===== config.mk =====
export PLATFORM = sky130hd
export DESIGN_NAME = sipo_rx
export DESIGN_NICKNAME = d
export VERILOG_FILES = /design/src/rtl/sipo_rx.sv
export SDC_FILE = /design/constraint.sdc
export NUM_CORES = 1
export LEC_CHECK = 0
export ABC_AREA = 0
export BUFFER_PORTS_ARGS = -buffer_cell sky130_fd_sc_hd__buf_2
export CAP_MARGIN = 20
export CORE_MARGIN = 2
export CORE_UTILIZATION = 45
export DETAILED_ROUTE_END_ITERATION = 6
export GPL_TIMING_DRIVEN = 0
export HOLD_SLACK_MARGIN = 0.05
export PLACE_DENSITY_LB_ADDON = 0.05
export SYNTH_ARGS = -nofsm -noshare
export SYNTH_HDL_FRONTEND = slang
export SYNTH_SLANG_ARGS = --single-unit

===== constraint.sdc =====
create_clock -name bd_clk -period 3.97 [get_ports bd_clk]
set_input_delay 0.397 -clock bd_clk [delete_from_list [all_inputs] [get_ports bd_clk]]
set_output_delay 0.397 -clock bd_clk [all_outputs]
set_load 0.02 [all_outputs]

===== src/rtl/sipo_rx.sv =====
// sipo_rx -- UART receive serial-to-parallel converter.
// Recovers 11-bit frames (start, 8 data LSB first, parity, stop) from an
// asynchronous rx line sampled by an OSR x baud clock, and presents the byte,
// the received parity bit and error flags with a one-cycle rx_valid strobe.
// Optional build macro: RX_MAJORITY_VOTE_EN (2-of-3 vote around each bit centre).
//
// Handshake: rx_valid is a one-cycle strobe with no ready/backpressure; the
// byte and flags are valid with it and hold until the next strobe. The host
// must take them within 10*OSR cycles.
//
// Debug: the FSM state register `state` (type state_t) is visible for binding.
module sipo_rx #(
  parameter int OSR        = 16,
  parameter int PARITY_ODD = 0
) (
  input  logic       bd_clk,
  input  logic       rst_n,
  input  logic       rx,
  output logic [7:0] data_out,
  output logic       parity_bit,
  output logic       rx_valid,
  output logic       parity_err,
  output logic       frame_err,
  output logic       active
);

  localparam int TW = $clog2(OSR);
  localparam logic ODD = (PARITY_ODD != 0);
  localparam logic [TW-1:0] BIT_TICK = TW'(OSR - 1);

  typedef enum logic [2:0] {
    IDLE   = 3'd0,
    START  = 3'd1,
    DATA   = 3'd2,
    PARITY = 3'd3,
    STOP   = 3'd4,
    BREAK  = 3'd5
  } state_t;

  state_t          state, state_d;
  logic            sync1, rx_s, rx_d;
  logic [TW-1:0]   tick, tick_d;
  logic [2:0]      bit_cnt, bit_d;
  logic [7:0]      shift, shift_d;
  logic            par_q, par_d;
  logic            done;
  logic            bit_val;

  // Two-flop synchronizer plus one delay flop for falling-edge detection.
  always_ff @(posedge bd_clk or negedge rst_n) begin
    if (!rst_n) begin
      sync1 <= 1'b1;
      rx_s  <= 1'b1;
      rx_d  <= 1'b1;
    end else begin
      sync1 <= rx;
      rx_s  <= sync1;
      rx_d  <= rx_s;
    end
  end

`ifdef RX_MAJORITY_VOTE_EN
  // The decision is taken one tick after the centre, so every sample point
  // (start included) moves one cycle later and the vote window is
  // centre-1, centre, centre+1.
  localparam logic [TW-1:0] START_TICK = TW'(OSR / 2);
  logic [1:0] hist;

  // Short history of rx_s: hist[1] = centre-1, hist[0] = centre at decision time.
  always_ff @(posedge bd_clk or negedge rst_n) begin
    if (!rst_n) hist <= 2'b11;
    else        hist <= {hist[0], rx_s};
  end

  assign bit_val = (hist[1] & hist[0]) | (hist[1] & rx_s) | (hist[0] & rx_s);
`else
  localparam logic [TW-1:0] START_TICK = TW'(OSR / 2 - 1);
  assign bit_val = rx_s;
`endif

  assign active = (state != IDLE);

  // FSM state and datapath registers.
  always_ff @(posedge bd_clk or negedge rst_n) begin
    if (!rst_n) begin
      state   <= IDLE;
      tick    <= '0;
      bit_cnt <= '0;
      shift   <= '0;
      par_q   <= 1'b0;
    end else begin
      state   <= state_d;
      tick    <= tick_d;
      bit_cnt <= bit_d;
      shift   <= shift_d;
      par_q   <= par_d;
    end
  end

  // Next-state and datapath updates; each bit decision resets the tick counter.
  always_comb begin
    state_d = state;
    tick_d  = tick;
    bit_d   = bit_cnt;
    shift_d = shift;
    par_d   = par_q;
    done    = 1'b0;
    case (state)
      IDLE: begin
        if (rx_d && !rx_s) begin
          state_d = START;
          tick_d  = '0;
        end
      end
      START: begin
        if (tick == START_TICK) begin
          tick_d  = '0;
          bit_d   = '0;
          state_d = bit_val ? IDLE : DATA;
        end else begin
          tick_d = tick + TW'(1);
        end
      end
      DATA: begin
        if (tick == BIT_TICK) begin
          tick_d  = '0;
          shift_d = {bit_val, shift[7:1]};
          if (bit_cnt == 3'd7) state_d = PARITY;
          else                 bit_d   = bit_cnt + 3'd1;
        end else begin
          tick_d = tick + TW'(1);
        end
      end
      PARITY: begin
        if (tick == BIT_TICK) begin
          tick_d  = '0;
          par_d   = bit_val;
          state_d = STOP;
        end else begin
          tick_d = tick + TW'(1);
        end
      end
      STOP: begin
        if (tick == BIT_TICK) begin
          tick_d  = '0;
          done    = 1'b1;
          state_d = bit_val ? IDLE : BREAK;
        end else begin
          tick_d = tick + TW'(1);
        end
      end
      BREAK: begin
        if (rx_s) state_d = IDLE;
      end
      default: state_d = IDLE;
    endcase
  end

  // Host-facing outputs: loaded at the stop-bit decision, held otherwise.
  always_ff @(posedge bd_clk or negedge rst_n) begin
    if (!rst_n) begin
      data_out   <= '0;
      parity_bit <= 1'b0;
      rx_valid   <= 1'b0;
      parity_err <= 1'b0;
      frame_err  <= 1'b0;
    end else begin
      rx_valid <= done;
      if (done) begin
        data_out   <= shift;
        parity_bit <= par_q;
        parity_err <= (^shift) ^ par_q ^ ODD;
        frame_err  <= ~bit_val;
      end
    end
  end

endmodule

==> summary.md <==
| Metric | Value |
|---|---|
| Result of the run | completed |
| Largest buffer count on any clock path | 2 |
| Crit path capture | active |
| Net Count, Synth | roughly 120 |
| Clock buffer count from CTS | 5 |
| Core outline area | 3360 µm² |
| # port buffers | 15 |
| Summed instance area of the synthesized netlist | around 1600 µm² |
| Post-synthesis share of cell area spent on xor and xnor gates | between 5 and 6% |
| Worst VDD drop | ~210 µV |
| Total leakage power | just over 0.9 nW |
| Average wire length per cell after detail routing | between 10 and 15 µm |
| Overall Power | between 0.0008 and 0.0009 W |
| Reg-to-reg endpoint | state[0] |
| Final cycle utilization of the critical path | 50.7% |
| Overall Global Routing Usage | between 10% and 20% |
| Layout Cell Area excl Fill | approximately 1800 µm² |
| Global-route wire length before repair | 4720 µm |
| Number of vias per cell | between 5 and 6 |
| Power density normalized to cell area | 456 nW/µm² |
| Cells after Synth | around 120 |
| Ranking of synthesized cells by area | dfrtp_1, mux2_2, dfstp_2 |
| Maximum number of pins on one net before global-route repair | 35 |
| Skew final | roughly 9 ps |
| Routed vias | between 900 and 1000 |
| Number of warnings issued by yosys | 0 |
| Post-place setup slack | 2160 ps |
| Post-route antenna net violation count | 0 |
| Fraction of the yosys area taken by sequential cells | between 50 and 60% |
| N_diodes | 0 |
| Final wirelength | ~2600 µm |
| Die ar. | ~4000 µm² |
| Multiplexer fraction of the synthesized cell area | between 10% and 20% |
| Slack of the critical path | around 2000 ps |
| # fillers | around 330 |
| Final HPWL DP | about 1900 µm |
| Crit. End Element | output pin |
| Total of hold buffers inserted after clock tree synthesis | 0 |
| 1st-iter DRT viols | 38 |
| Leading cell type in the layout, fill and taps excluded | dfrtp_1 |
| Area of all sequential standard cells | between 800 and 900 µm² |
| Final-report max-slew violation count | 0 |
| Final hold violations | 0 |
| Standard cell area after detailed placement | about 1700 µm² |
| Synth Area per Inst | approximately 14 µm² |
| Count of instances resized after the clock tree is built | 0 |
| Number of global-route vias before repair | about 950 |
| CP required | 3570 ps |
| I/O pin total | 16 |
| Share of Yosys cell area claimed by the top area cell type | approximately half |
| Clock transition at the registers of the reported paths | ~100 ps |
| Setup repair after global routing missed its margin | false |
| Post-CTS setup buffers | 0 |
| Final setup violation count | 0 |
| Initial core utilization | a little under half |
| First-pass iteration count of the detailed router | 4 |
| Fin crit period | approximately 2000 ps |
| Post-synthesis register bit count | 34 |
| Layout Nets | between 100 and 150 |
| FF-to-FF setup slack | ~2100 ps |
| H-tree depth | 2 |
| Max transition margin | approximately 50% |
| Relative area change from synthesis to final layout | 12.4% |
| Final routed DRC violation total | 0 |
| Clock tree from TritonCTS | built |
| Data arrival time of the critical path | between 1500 and 2000 ps |
| # clock sinks | 34 |
| Die outline width | 63.3 µm |
| Count of cells along the worst register-to-register path | 6 |
| Footprint of the multi-input gates | around 680 µm² |
| Category of the worst setup path launch point | flip-flop |
| Number of antenna violations at the first check in global routing | 0 |
| Complex-gate fraction of the synthesized area | about a tenth |
| Distinct cell type count after synthesis | 38 |
| CTS root buffer | clkbuf_4 |
| Least-Margin Pin Slew | 747 ps |
| Cell Rows | 21 |
| Worst-skew pair later-pin latency | 340 ps |
| Gpl congestion | 0.813 |
| Number of max-cap violations | 0 |
| Leftover overflow at the end of global routing | 0 |
| Post-synthesis adder-cell area fraction | 2.38% |
| Largest area contributor in the synthesized netlist | dfrtp_1 |
| Classification of the worst-slack hold path | in -> async |
| Main combinational cell family by area after synthesis | multiplexers |
| Worst setup path startpoint | state[0] |
| Simple logic cell fraction of the synthesized area | around 10% |
| Layout cell share with drive strength beyond 1 | between 40% and 50% |
| Height of the chip | ~63 µm |
| Source of the worst register-to-register timing path | tick[0] |
| Commonest cells after routing, fill and taps aside | dfrtp_1, mux2_2, buf_2 |
| Biggest fanout along the worst timing path | 10 |
| Finished Core Util | between 50% and 60% |
| Final TNS setup | 0 ps |
| Top achievable clock speed | roughly 0.50 GHz |
| Startpoint-to-endpoint class of the critical path | reg -> out |
==> kinds of logic (layout without fill, tap and decap cells) <==
kind of cell,after synthesis,after routing
adders and majority gates,3,3
muxes,22,22
AOI/OAI and AO/OA,17,17
xor gates and xnor gates,8,8
DFF,34,34
buffers and inverters,7,30
and+or+nand+nor,26,26
==> power by group <==
group	switching, W	internal, W
registers	0.0000348	0.000376
clock network	0.000117	0.0000851
logic	0.000106	0.0000900
total	0.000259	0.000551
==> how the worst min path moves through the flow <==
stage	start	to	slack [ps]	cells after the start
after global placement	sync1	bit_val	350	0
final	rst_n	data_out[6]	110	1
after CTS	rst_n	state[2]	130	1
after detailed placement	sync1	bit_val	350	0
after global routing	rx	sync1	120	1
after floorplan	rst_n	bit_cnt[0]	100	0
==> cells in the mapped netlist <==
library cell / count
dfrtp_1: 31
mux2_2: 18
nand2_1: 8
o21ai_0: 6
inv_1: 4
xnor2_1: 4
dfstp_2: 3
ha_1: 3
nor2_1: 3
xor2_1: 3
a32o_1: 2
buf_6: 2
mux2_4: 2
mux2i_1: 2
nand3_1: 2
nor2b_1: 2
a22oi_1: 1
and2b_2: 1
and3_1: 1
and3b_1: 1
buf_4: 1
nand2_2: 1
nand3_2: 1
nor2_2: 1
nor3_2: 1
nor3b_2: 1
o211ai_1: 1
o21a_1: 1
o21ai_2: 1
o22ai_1: 1
o31ai_1: 1
o32ai_2: 1
o32ai_4: 1
o41ai_1: 1
or2b_1: 1
or3_2: 1
or3b_4: 1
xnor3_1: 1
==> routing by layer <==
layer	track usage [%]	wire length, µm	up-vias
met5	0	0	-
met4	5.71	44	0
met3	5.36	107	5
met2	22.9	1180	16
met1	22.0	1270	459
li1	-	-	457
==> registers in the layout (all words and copies together) (netlist names) <==
name        cells
data_out        8
shift           8
tick            4
bit_cnt         3
state           3
bit_val         1
frame_err       1
par_q           1
parity_bit      1
parity_err      1
rx_d            1
rx_valid        1
sync1           1
==> worst max-delay path: stages (launching register included) <==
cell     delay (ps)
dfrtp_1         390
buf_4           170
or3_2           530
buf_2           190
==> metrics by stage <==
stage	hold slack [ps]	cells
6_report	114	186
5_1_grt	118	186
4_1_cts	126	186
3_5_place_dp	348	178
3_3_place_gp	350	178
2_1_floorplan	101	117
==> layout make-up <==
class                   instances  share of cell area [%]
clock buffers                   6                    2.89
repair buffers                 15                    4.23
flip-flops and latches         34                    48.1
plain buffers                   3                    1.69
inverters                       4                   0.845
multi-input cells              76                    38.3
well taps                      46                    3.24
clock inverters                 2                   0.704
No activity file was read; power rests on OpenSTA's default activity.
